--- src/rtl/serdes_lane_align_ctrl_pkg.sv ---
// Shared types and defaults for the ISERDESE2 lane word-alignment controller.
package serdes_lane_align_ctrl_pkg;

    localparam int unsigned WORD_W = 8;
    localparam int unsigned CNT_W  = 4;

    localparam logic [WORD_W-1:0] DEFAULT_TRAINING_PATTERN = 8'hF0;

    typedef enum logic [2:0] {
        ST_IDLE  = 3'd0,
        ST_CHECK = 3'd1,
        ST_SLIP  = 3'd2,
        ST_WAIT  = 3'd3,
        ST_NEXT  = 3'd4,
        ST_DONE  = 3'd5
    } state_e;

endpackage

--- src/rtl/serdes_lane_align_ctrl_lane_check.sv ---
// Selects one lane of the deserialised bus and registers its compare against the training pattern.
module serdes_lane_align_ctrl_lane_check
    import serdes_lane_align_ctrl_pkg::*;
#(
    parameter int unsigned         N_LANES = 4,
    parameter int unsigned         SEL_W   = 3,
    parameter logic [WORD_W-1:0]   PATTERN = DEFAULT_TRAINING_PATTERN
) (
    input  logic                        clk,
    input  logic                        rst,
    input  logic [WORD_W*N_LANES-1:0]   data_in,
    input  logic [SEL_W-1:0]            sel,
    output logic                        match
);

    logic [WORD_W-1:0] word_c;
    logic              match_d;
    logic              match_q;

    always_comb begin
        word_c = '0;
        for (int unsigned i = 0; i < N_LANES; i++) begin
            if (sel == SEL_W'(i)) begin
                word_c = data_in[i*WORD_W +: WORD_W];
            end
        end
        match_d = (word_c == PATTERN);
    end

    always_ff @(posedge clk) begin
        if (rst) begin
            match_q <= 1'b0;
        end else begin
            match_q <= match_d;
        end
    end

    assign match = match_q;

endmodule

--- src/rtl/serdes_lane_align_ctrl.sv ---
// Walks the lanes one at a time, bit-slipping each until the training pattern is seen
// MATCH_CNT times in a row, and reports per-lane lock, pass completion and failure.
module serdes_lane_align_ctrl
    import serdes_lane_align_ctrl_pkg::*;
#(
    parameter int unsigned       N_LANES          = 4,
    parameter logic [WORD_W-1:0] TRAINING_PATTERN = DEFAULT_TRAINING_PATTERN,
    parameter int unsigned       WAIT_TIME        = 5,
    parameter int unsigned       MATCH_CNT        = 4,
    parameter int unsigned       MAX_SLIPS        = 8
) (
    input  logic                        clk,
    input  logic                        rst,
    input  logic                        start,
    input  logic [WORD_W*N_LANES-1:0]   data_in,
    output logic [N_LANES-1:0]          BS,
    output logic [N_LANES-1:0]          aligned,
    output logic                        busy,
    output logic                        done,
    output logic                        fail
);

    localparam int unsigned LANE_W = $clog2(N_LANES) + 1;

    state_e              state_q, state_d;
    logic [LANE_W-1:0]   lane_q, lane_d;
    logic [CNT_W-1:0]    wait_cnt_q, wait_cnt_d;
    logic [CNT_W-1:0]    slip_cnt_q, slip_cnt_d;
    logic [CNT_W-1:0]    match_cnt_q, match_cnt_d;
    logic [N_LANES-1:0]  bs_q, bs_d;
    logic [N_LANES-1:0]  aligned_q, aligned_d;
    logic                busy_q, busy_d;
    logic                done_q, done_d;
    logic                fail_q, fail_d;
    logic [N_LANES-1:0]  lane_oh_c;
    logic                match;

    // Compare is steered by the next lane so its registered result lines up with lane_q.
    serdes_lane_align_ctrl_lane_check #(
        .N_LANES (N_LANES),
        .SEL_W   (LANE_W),
        .PATTERN (TRAINING_PATTERN)
    ) u_lane_check (
        .clk     (clk),
        .rst     (rst),
        .data_in (data_in),
        .sel     (lane_d),
        .match   (match)
    );

    always_ff @(posedge clk) begin
        if (rst) begin
            state_q     <= ST_IDLE;
            lane_q      <= '0;
            wait_cnt_q  <= '0;
            slip_cnt_q  <= '0;
            match_cnt_q <= '0;
            bs_q        <= '0;
            aligned_q   <= '0;
            busy_q      <= 1'b0;
            done_q      <= 1'b0;
            fail_q      <= 1'b0;
        end else begin
            state_q     <= state_d;
            lane_q      <= lane_d;
            wait_cnt_q  <= wait_cnt_d;
            slip_cnt_q  <= slip_cnt_d;
            match_cnt_q <= match_cnt_d;
            bs_q        <= bs_d;
            aligned_q   <= aligned_d;
            busy_q      <= busy_d;
            done_q      <= done_d;
            fail_q      <= fail_d;
        end
    end

    always_comb begin
        state_d = state_q;
        unique case (state_q)
            ST_IDLE:  if (start) state_d = ST_CHECK;
            ST_CHECK: begin
                if (match) begin
                    if (match_cnt_q + CNT_W'(1) == CNT_W'(MATCH_CNT)) state_d = ST_NEXT;
                end else begin
                    state_d = (slip_cnt_q == CNT_W'(MAX_SLIPS)) ? ST_NEXT : ST_SLIP;
                end
            end
            ST_SLIP:  state_d = ST_WAIT;
            ST_WAIT:  if (wait_cnt_q == CNT_W'(WAIT_TIME - 1)) state_d = ST_CHECK;
            ST_NEXT:  state_d = (lane_q == LANE_W'(N_LANES - 1)) ? ST_DONE : ST_CHECK;
            ST_DONE:  state_d = ST_IDLE;
            default:  state_d = ST_IDLE;
        endcase
    end

    always_comb begin
        lane_oh_c   = '0;
        for (int unsigned i = 0; i < N_LANES; i++) begin
            if (lane_q == LANE_W'(i)) lane_oh_c[i] = 1'b1;
        end
        lane_d      = lane_q;
        wait_cnt_d  = wait_cnt_q;
        slip_cnt_d  = slip_cnt_q;
        match_cnt_d = match_cnt_q;
        aligned_d   = aligned_q;
        busy_d      = busy_q;
        fail_d      = fail_q;
        bs_d        = (state_d == ST_SLIP) ? lane_oh_c : '0;
        done_d      = (state_d == ST_DONE);
        unique case (state_q)
            ST_IDLE: begin
                if (start) begin
                    aligned_d   = '0;
                    fail_d      = 1'b0;
                    lane_d      = '0;
                    busy_d      = 1'b1;
                    wait_cnt_d  = '0;
                    slip_cnt_d  = '0;
                    match_cnt_d = '0;
                end
            end
            ST_CHECK: begin
                if (match) begin
                    match_cnt_d = match_cnt_q + CNT_W'(1);
                    if (state_d == ST_NEXT) aligned_d = aligned_q | lane_oh_c;
                end else begin
                    match_cnt_d = '0;
                    if (state_d == ST_NEXT) fail_d = 1'b1;
                end
            end
            ST_SLIP: begin
                if (slip_cnt_q != CNT_W'(MAX_SLIPS)) slip_cnt_d = slip_cnt_q + CNT_W'(1);
                wait_cnt_d = '0;
            end
            ST_WAIT: begin
                wait_cnt_d = wait_cnt_q + CNT_W'(1);
                if (state_d == ST_CHECK) match_cnt_d = '0;
            end
            ST_NEXT: begin
                slip_cnt_d  = '0;
                match_cnt_d = '0;
                if (state_d == ST_CHECK) lane_d = lane_q + LANE_W'(1);
            end
            ST_DONE: busy_d = 1'b0;
            default: ;
        endcase
    end

    assign BS      = bs_q;
    assign aligned = aligned_q;
    assign busy    = busy_q;
    assign done    = done_q;
    assign fail    = fail_q;

endmodule

--- config.mk ---
export PLATFORM = sky130hd
export DESIGN_NAME = serdes_lane_align_ctrl
export DESIGN_NICKNAME = d
export VERILOG_FILES = /design/src/rtl/serdes_lane_align_ctrl_pkg.sv /design/src/rtl/serdes_lane_align_ctrl_lane_check.sv /design/src/rtl/serdes_lane_align_ctrl.sv
export SDC_FILE = /design/constraint.sdc
export NUM_CORES = 1
export LEC_CHECK = 0
export BUFFER_PORTS_ARGS = -buffer_cell sky130_fd_sc_hd__buf_2
export CAP_MARGIN = 20
export CORE_MARGIN = 4
export CORE_UTILIZATION = 55
export CTS_CLUSTER_DIAMETER = 30
export DETAILED_ROUTE_END_ITERATION = 12
export GPL_ROUTABILITY_DRIVEN = 0
export HOLD_SLACK_MARGIN = 0.06
export PLACE_DENSITY = 0.8
export SYNTH_ARGS = -nofsm -noshare
export SYNTH_HDL_FRONTEND = slang
export SYNTH_SLANG_ARGS = --single-unit
--- constraint.sdc ---
create_clock -name clk -period 5.5 [get_ports clk]
set_input_delay 1.375 -clock clk [delete_from_list [all_inputs] [get_ports clk]]
set_output_delay 1.375 -clock clk [all_outputs]
set_load 0.005 [all_outputs]
==> metrics, run 1 <==
yosys warns 0; hold path startpoint wait_cnt_q[3]$_SDFFE_PP0P_; fin crit share a little over two fifths; core footprint around 2800 um2; RSZ-0062 raised after global routing false; Max Clock Skew between 0.006 and 0.007 ns; Post-Synthesis Cells 184; CTS sink count 30; Max Buffers Root-to-Sink 2; Syn Std Cell Area 1600 um2; synthesis-stage register bit count 30; clk slew on worst S/H paths 0.10 ns; max-slew violations 0; Hold-fix buffers, CTS 0; worst skew pair latency about 0.32 ns; final instance area roughly 1900 um2; post-synth net total 230; ys async rst share 0%; TritonCTS Buffers 5; number of global-route vias before repair 1,386; min cycle time layout 2.41 ns; total I/O pin count 46; maxcap violations 0; Wirelength per Cell 13.6 um; 1st-pass router iterations 5; final WL about 3600 um; sequential cell area fraction in the yosys report 37.5%; Setup TNS Final 0 ns; DRT iter0 DRCs 67; crit path max fanout 4; Remaining DRCs 0; fmax about 410 MHz; layout overhead on the synthesized area 19.7%; power per cell area roughly 240 nW/um2; Leakage 0.827 nW; ys flop type dfxtp_1; total track usage 20.8%; delay-heaviest family, CP simple AND/OR/NAND/NOR gates; share of layout cells above drive strength 1 between 20% and 30%; CP Buf/Inv Count 1; Post-DP HPWL between 2000 and 3000 um; largest net degree at the start of global routing 20; Least-Margin Pin Slew about 0.49 ns; Crit Path Class input port to flop; largest cells by area after synthesis dfxtp_1 (38%), ha_1 (8.6%), nor2_1 (6.6%); worst reg2reg startpoint lane_q[0]$_SDFF_PP0_; Yosys top cell area share 37.5%; die area 3840 um2; # setup viols final 0; DRT antenna net count 0; CTS tree yes; initial antenna violation count 0; Post-synth top cells dfxtp_1 (30), nor2_1 (28), a21oi_1 (11), ha_1 (11), inv_1 (9); DR vias/cell slightly below 6; first-pass GRT wire length 5860 um; most common cell in the synthesized netlist dfxtp_1; slew margin rel. 67.5%; initial core utilization approximately 58%; CP Capture Type flop; post-synth top area cell dfxtp_1; Worst EP required 5.72 ns; Site Rows 19; CTS resizes 0; dpl cell area 1840 um2; WP data arrival between 2 and 3 ns; Yosys cell types 47; crit path cell chain buf_2 > nor2_1 > o21ai_1 > and2_2 > mux2i_1 > a2111oi_2; syn avg cell area slightly below 9 um2; port bufs 45; Critical path origin start; Max VDD drop around 0.21 mV; Post-synth EDFFs 0; Worst Hold Class flop to flop; final count of hold timing violations 0; grt total ovfl 0; Max stage delay on crit path 0.34 ns; Vias around 1,500; die height 61.9 um; Die W 61.9 um; antenna cells 0; CTS root buffer clkbuf_4; Critical Path Start Type input port; H-tree lvl count 2; Post-CTS Setup Inserts 0; nets 276; status finished clean; CP max-delay cell a2111oi_2
-- cell families (layout without fill, tap and decap cells) --
| family | Yosys count | count (layout) | synth area share, % |
|---|---|---|---|
| AOI/OAI and AO/OA | 38 | 38 | 17.4 |
| xor gates and xnor gates | 3 | 3 | 1.64 |
| adders and majority gates | 11 | 11 | 8.60 |
| buffers and inverters | 15 | 62 | 3.75 |
| DFF | 30 | 30 | 37.5 |
| muxes | 2 | 2 | 1.25 |
| and+or+nand+nor | 85 | 85 | 29.8 |
-- where the power goes --
| part | total (mW) | switching [mW] | internal [mW] |
|---|---|---|---|
| clock network | 0.172 | 0.0776 | 0.0941 |
| logic | 0.0558 | 0.0292 | 0.0266 |
| registers | 0.230 | 0.00800 | 0.222 |
| total | 0.458 | 0.115 | 0.343 |
-- path summary, 6_finish.rpt --
| kind | end | slack, ns | cells past startpoint |
|---|---|---|---|
| max reg2reg | u_lane_check.match$_SDFF_PP0_ | 3.49 | 7 |
| max | u_lane_check.match$_SDFF_PP0_ | 3.09 | 6 |
| min | wait_cnt_q[3]$_SDFFE_PP0P_ | 0.47 | 1 |
| min reg2reg | wait_cnt_q[3]$_SDFFE_PP0P_ | 0.47 | 1 |
-- worst reg2reg max path, stage by stage, from the launching register on --
cell	delay, ns
dfxtp_1	0.37
ha_1	0.23
ha_1	0.29
nor4_1	0.20
o21ai_1	0.13
and2_2	0.22
mux2i_1	0.14
a2111oi_2	0.34
-- through the flow --
stage / util, % / hold WS (ns) / worst slack (ns) / power [mW] / cells
4_1_cts: 69.5 / 0.468 / 3.09 / 0.462 / 262
3_3_place_gp: 66.7 / 0.431 / 2.80 / 0.288 / 254
6_report: 69.5 / 0.469 / 3.09 / 0.458 / 262
3_5_place_dp: 66.7 / 0.450 / 2.76 / 0.291 / 254
5_1_grt: 69.5 / 0.483 / 2.97 / 0.481 / 262
2_1_floorplan: - / 0.418 / 2.96 / 0.269 / 184
-- sequential cells by signal, summed over array words and instances, names as in the netlist, 3 cells and up --
register and flops:
slip_cnt_q 4, lane_q 3, aligned 4, state_q 3
wait_cnt_q 4, match_cnt_q 4, BS 4
-- cell usage in the layout, fill, tap and decap left out, types with 2 or more instances in the layout --
master,n
a311oi_1,2
or4_1,3
nand4_1,3
o21ai_0,3
clkinv_2,2
buf_2,45
a21oi_1,11
xnor2_1,3
nand2b_1,2
nor2b_1,6
clkbuf_4,5
mux2i_1,2
and3_1,3
o21ai_1,4
nor4_1,2
o31ai_1,2
a31oi_1,3
nand3b_1,4
nor3_1,8
nand3_1,4
inv_1,9
nand2_1,8
nor2_1,28
dfxtp_1,30
and2_1,4
ha_1,11
a22oi_1,2
o21bai_1,2
-- cell type report --
type | count | area [um2]
multi-input cells | 139 | 940
fillers | 225 | 842
flip-flops and latches | 30 | 601
repair buffers | 45 | 225
clock inverters | 3 | 40.0
well taps | 31 | 38.8
clock buffers | 5 | 37.5
inverters | 9 | 33.8
-- metal layers --
metal,vias to the layer above,wire length [um],share of wire [%],GRT usage [%]
met4,0,41,1.2,9.09
met2,70,1770,50,34.8
met1,685,1470,41,24.8
met3,4,289,8.1,5.58
met5,-,0,0,0
li1,751,-,-,-
No activity file was read; power rests on OpenSTA's default activity.
==> run 2, diff against run 1 <==
--- a/config.mk
+++ b/config.mk
@@ -8,12 +8,12 @@
 export BUFFER_PORTS_ARGS = -buffer_cell sky130_fd_sc_hd__buf_2
 export CAP_MARGIN = 20
 export CORE_MARGIN = 4
-export CORE_UTILIZATION = 55
+export CORE_UTILIZATION = 51
 export CTS_CLUSTER_DIAMETER = 30
 export DETAILED_ROUTE_END_ITERATION = 12
 export GPL_ROUTABILITY_DRIVEN = 0
 export HOLD_SLACK_MARGIN = 0.06
-export PLACE_DENSITY = 0.8
+export PLACE_DENSITY = 0.75
 export SYNTH_ARGS = -nofsm -noshare
 export SYNTH_HDL_FRONTEND = slang
 export SYNTH_SLANG_ARGS = --single-unit
==> constraint.sdc (replaced) <==
create_clock -name clk -period 2.45 [get_ports clk]
set_input_delay 0.6125 -clock clk [delete_from_list [all_inputs] [get_ports clk]]
set_output_delay 0.6125 -clock clk [all_outputs]
set_load 0.005 [all_outputs]
==> metrics, run 2 (synthesis results as in run 1) <==
status finished clean; layout overhead on the synthesized area 22.8%; # setup viols final 0 (unchanged); Setup WS post-layout 0.470 ns (-2.62 ns); Max VDD drop 0.391 mV (+83%); hold endpoint wait_cnt_q[3]$_SDFFE_PP0P_; initial antenna violation count 0 (unchanged); maxcap violations 0 (unchanged); dpl cell area 1850 um2 (+0.89%); DP Worst Slack 0.487 ns (-2.27 ns); crit path max fanout 9 (+5); Wirelength per Cell 12.4 um (-8.8%); Die W 64.0 um (+3.4%); port bufs 45 (unchanged); M2 GR Usage 30.1% (-4.7 points); commonest non-fill, non-tap cell in the layout buf_2; RR Endpoint u_lane_check.match$_SDFF_PP0_; nets 276 (unchanged); H-tree lvl count 2 (unchanged); CTS root buffer clkbuf_4; antenna cells 0 (unchanged); worst skew pair latency 0.33 ns (about the same); Critical Path Start Type flop; hold_ws 0.452 ns (-0.0167 ns); Worst Hold Class flop to flop; core footprint 3030 um2 (+9.8%); total track usage 18.1% (-2.7 points); Site Rows 20 (+1); largest net degree at the start of global routing 20 (unchanged); initial core utilization 52.9% (-5.2 points); Hold-fix buffers, CTS 0 (unchanged); Fillers 284 (+26%); Crit Path Class flop to flop; GRT met1 Usage 20.9% (-3.9 points); Reg2Reg Setup Slack 0.47 ns (-3.02 ns); Vias 1,464 (-3.0%); Top Usage Layer GRT met2; CTS resizes 0 (unchanged); reg2reg path depth 7 (unchanged); Leakage 0.841 nW (+1.6%); CTS tree yes; TritonCTS Buffers 5 (unchanged); CTS sink count 30 (unchanged); Post-CTS Setup Inserts 0 (unchanged); first-pass GRT wire length 5800 um (-1.1%); fin crit share between 80% and 90%; max-slew violations 0 (unchanged); commonest non-fill, non-tap cells in the layout buf_2 (45), dfxtp_1 (30), nor2_1 (28), a21oi_1 (11), ha_1 (11); Least-Margin Pin Slew 0.504 ns (+0.0160 ns); hold path startpoint wait_cnt_q[3]$_SDFFE_PP0P_; Storage cell area 601 um2 (unchanged); total I/O pin count 46 (unchanged); die area 4100 um2 (+6.8%); CP Capture Type flop; worst reg2reg startpoint lane_q[0]$_SDFF_PP0_; fmax 505 MHz; final instance area 1970 um2 (+2.6%); Cells on Worst Hold Path 1 (unchanged); Max Buffers Root-to-Sink 2 (unchanged); share of layout cells above drive strength 1 26.8% (unchanged); min cycle time layout a little under 2 ns; final WL 3410 um (-4.3%); 1st-pass router iterations 4 (-1); die height 64.0 um (+3.4%); Remaining DRCs 0 (unchanged); Post-DP HPWL 2590 um (-7.6%); Max Clock Skew 0.00822 ns (+0.00201 ns); DR vias/cell 5.32 (-7.6%); number of global-route vias before repair 1,368 (-1.3%); DRT iter0 DRCs 23 (-66%); RSZ-0062 raised after global routing false; power per cell area 594 nW/um2 (+150%); slew margin rel. 66.4% (-1.1 points); Worst EP required 2.69 ns (-3.03 ns); final count of hold timing violations 0 (unchanged); grt total ovfl 0 (unchanged); WP data arrival 2.22 ns (-0.41 ns); Multi-input gate area 940 um2 (unchanged); clk slew on worst S/H paths 0.10 ns (about the same); met3 Resource Use GR 6.33% (+0.75 points); DRT antenna net count 0 (unchanged); Setup TNS Final 0 ns (unchanged)
-- run 2: cell count changes in the layout (fill, tap and decap cells not counted) --
cell       delta
bufinv_16     +1
clkbuf_8      +1
clkinv_2      -2
-- run 2: worst max path at each step --
stage,start,depth (start not counted),end,slack [ns]
2_1_floorplan,lane_q[0]$_SDFF_PP0_,8,u_lane_check.match$_SDFF_PP0_,0.62
3_3_place_gp,data_in[24],5,u_lane_check.match$_SDFF_PP0_,0.52
3_5_place_dp,lane_q[0]$_SDFF_PP0_,7,u_lane_check.match$_SDFF_PP0_,0.49
4_1_cts,lane_q[0]$_SDFF_PP0_,7,u_lane_check.match$_SDFF_PP0_,0.46
5_1_grt,state_q[0]$_SDFF_PP0_,4,done$_SDFF_PP0_,0.34
6_report,lane_q[0]$_SDFF_PP0_,7,u_lane_check.match$_SDFF_PP0_,0.47
-- run 2: critical path, cell delays in order, from the launching register on --
cell	delay [ns]
dfxtp_1	0.37
ha_1	0.21
ha_1	0.29
nor4_1	0.20
o21ai_1	0.12
and2_2	0.22
mux2i_1	0.13
a2111oi_2	0.33
-- run 2: final cells by class --
cell class	count	area share (%)
tap	44	2.80
timing repair buffer	45	11.5
clock inverter	2	3.06
inverter	9	1.72
multi-input combinational	139	47.8
clock buffer	6	2.61
sequential	30	30.6
-- run 2: layer usage --
layer	share of wire, %	vias to the layer above
met5	0	-
met4	0.88	0
met2	47	53
li1	-	748
met3	7.9	4
met1	44	659
-- run 2: per-stage QoR --
stage	utilization (%)	power, mW	std cells
5_1_grt	64.9	1.22	275
3_3_place_gp	61.2	0.651	267
2_1_floorplan	-	0.605	184
3_5_place_dp	61.2	0.652	267
6_report	64.9	1.17	275
4_1_cts	64.9	1.18	275
-- run 2: power by group --
| group | internal, mW | switching, mW |
|---|---|---|
| clock network | 0.346 | 0.180 |
| logic | 0.0598 | 0.0648 |
| registers | 0.499 | 0.0182 |
| total | 0.904 | 0.263 |
==> run 3, diff against run 2 <==
--- a/config.mk
+++ b/config.mk
@@ -8,12 +8,12 @@
 export BUFFER_PORTS_ARGS = -buffer_cell sky130_fd_sc_hd__buf_2
 export CAP_MARGIN = 20
 export CORE_MARGIN = 4
-export CORE_UTILIZATION = 51
+export CORE_UTILIZATION = 46
 export CTS_CLUSTER_DIAMETER = 30
 export DETAILED_ROUTE_END_ITERATION = 12
 export GPL_ROUTABILITY_DRIVEN = 0
 export HOLD_SLACK_MARGIN = 0.06
-export PLACE_DENSITY = 0.75
+export PLACE_DENSITY = 0.71
 export SYNTH_ARGS = -nofsm -noshare
 export SYNTH_HDL_FRONTEND = slang
 export SYNTH_SLANG_ARGS = --single-unit
==> constraint.sdc (replaced) <==
create_clock -name clk -period 1.8 [get_ports clk]
set_input_delay 0.45 -clock clk [delete_from_list [all_inputs] [get_ports clk]]
set_output_delay 0.45 -clock clk [all_outputs]
set_load 0.005 [all_outputs]
==> metrics, run 3 (synthesis results as in run 1) <==
nets 292 (+5.8%); CTS sink count 30 (unchanged); CP Buf/Inv Count 1 (+1); met3 WL 286 um (+6.7%); TritonCTS Buffers 5 (unchanged); CTS tree yes; Post-CTS Setup Inserts 0 (unchanged); worst skew pair latency 0.32 ns (about the same); fmax 576 MHz (+14%); Crit Path Class flop to flop; share of layout cells above drive strength 1 34.0% (+7.2 points); Post-Route M1 WL 1590 um (+4.9%); core footprint 3340 um2 (+10%); Vias 1,504 (+2.7%); final WL 3420 um (+0.29%); DR vias/cell 5.13 (-3.6%); CTS resizes 0 (unchanged); RSZ-0062 raised after global routing true; CP Capture Type flop; total power 1.31 mW (+12%); number of global-route vias before repair 1,365 (-0.22%); DR WL met2 1490 um (-6.6%); Hold-fix buffers, CTS 0 (unchanged); port bufs 45 (unchanged); DP Cell Count 285 (+6.7%); die height 67.0 um (+4.6%); RR Endpoint u_lane_check.match$_SDFF_PP0_; crit path max fanout 6 (-3); crit path cell chain ha_2 > ha_4 > buf_4 > o31ai_1 > a2bb2oi_2 > a311oi_1 > a2111oi_2; Worst Hold Class flop to flop; Post-Layout Cell Count 293 (+6.5%); commonest non-fill, non-tap cell in the layout buf_2; min cycle time layout 1.74 ns (-0.243 ns); Die W 67.0 um (+4.6%); 1st-pass router iterations 4 (unchanged); Leakage 0.907 nW (+7.9%); Max Clock Skew 0.00875 ns (+0.000525 ns); hold_ws 0.450 ns (-0.00266 ns); status finished clean; Critical path origin lane_q[0]$_SDFF_PP0_; Worst EP required 2.00 ns (-0.69 ns); Wirelength per Cell 11.7 um (-5.9%); H-tree lvl count 2 (unchanged); total I/O pin count 46 (unchanged); max-slew violations 0 (unchanged); CP max-delay cell dfxtp_2; Critical Path Start Type flop; Least-Margin Pin Slew 0.538 ns (+0.0348 ns); initial antenna violation count 0 (unchanged); initial core utilization 48.0% (-4.9 points); # setup viols final 0 (unchanged); Reg2Reg Setup Slack 0.06 ns (-0.41 ns); Max stage delay on crit path 0.33 ns (-0.04 ns); power per cell area 628 nW/um2 (+5.7%); DRT iter0 DRCs 51 (+120%); delay-heaviest family, CP compound AO/OA/AOI/OAI gates; Max Buffers Root-to-Sink 2 (unchanged); reg2reg path depth 7 (unchanged); fin crit share 96.5% (+16 points); worst reg2reg startpoint lane_q[0]$_SDFF_PP0_; CTS root buffer clkbuf_4; Remaining DRCs 0 (unchanged); clk slew on worst S/H paths 0.09 ns (about the same); maxcap violations 0 (unchanged); Max VDD drop 0.398 mV (+1.9%); antenna cells 0 (unchanged); commonest non-fill, non-tap cells in the layout buf_2 (45), dfxtp_1 (29), nor2_1 (28), buf_4 (16), a21oi_1 (11); Critical Path End u_lane_check.match$_SDFF_PP0_; die area 4490 um2 (+9.5%); Post-DP HPWL 2710 um (+4.8%); cell count along the critical path 7 (unchanged); final count of hold timing violations 0 (unchanged); DRT antenna net count 0 (unchanged); WP data arrival 1.94 ns (-0.28 ns); first-pass GRT wire length 5690 um (-1.9%); slew margin rel. 63.6% (-2.8 points); Highest Signal Layer met4; layout overhead on the synthesized area 30.0%; Site Rows 21 (+5.0%); total track usage 16.6% (-1.5 points); grt total ovfl 0 (unchanged); largest net degree at the start of global routing 19 (-5.0%)
run 3: cell count changes in the layout (fill, tap and decap cells not counted), sizes merged:
cell / before / now
buf: 45 / 61
bufinv: 2 / 0
clkbuf: 6 / 7
clkinv: 0 / 1
run 3: metrics by stage:
stage,instance area (um2),setup TNS (ns),utilization (%),worst slack (ns)
after floorplan,1620,0,-,0.00762
after global placement,1990,0,59.7,0.0399
after detailed placement,1990,0,59.7,0.0264
after CTS,2050,0,61.5,0.00762
after global routing,2080,-0.0668,62.4,-0.0668
final,2080,0,62.4,0.0627
run 3: cell type report:
type                       instances  area, um2
clock buffer                       7       55.1
clock inverter                     1       5.00
fill                             310       1260
inverter                           9       33.8
multi-input combinational        139        982
sequential                        30        602
tap                               46       57.6
timing repair buffer              61        345
run 3: worst min-delay path by stage:
| stage | start | endpoint | cells past startpoint |
|---|---|---|---|
| 2_1_floorplan | wait_cnt_q[3]$_SDFFE_PP0P_ | wait_cnt_q[3]$_SDFFE_PP0P_ | 1 |
| 3_3_place_gp | wait_cnt_q[3]$_SDFFE_PP0P_ | wait_cnt_q[3]$_SDFFE_PP0P_ | 1 |
| 3_5_place_dp | wait_cnt_q[3]$_SDFFE_PP0P_ | wait_cnt_q[3]$_SDFFE_PP0P_ | 1 |
| 4_1_cts | wait_cnt_q[3]$_SDFFE_PP0P_ | wait_cnt_q[3]$_SDFFE_PP0P_ | 1 |
| 5_1_grt | wait_cnt_q[3]$_SDFFE_PP0P_ | wait_cnt_q[3]$_SDFFE_PP0P_ | 1 |
| 6_report | wait_cnt_q[3]$_SDFFE_PP0P_ | wait_cnt_q[3]$_SDFFE_PP0P_ | 1 |
run 3: where the power goes:
part	internal [mW]	leakage, nW	switching, mW
clock	0.189	0.0353	0.220
combinational	0.0991	0.628	0.102
sequential	0.679	0.243	0.0178
run 3: layer usage:
metal	vias to the layer above	track usage [%]
met5	-	0
met3	6	3.71
met2	56	25.6
met4	0	7.09
li1	777	-
met1	665	22.1
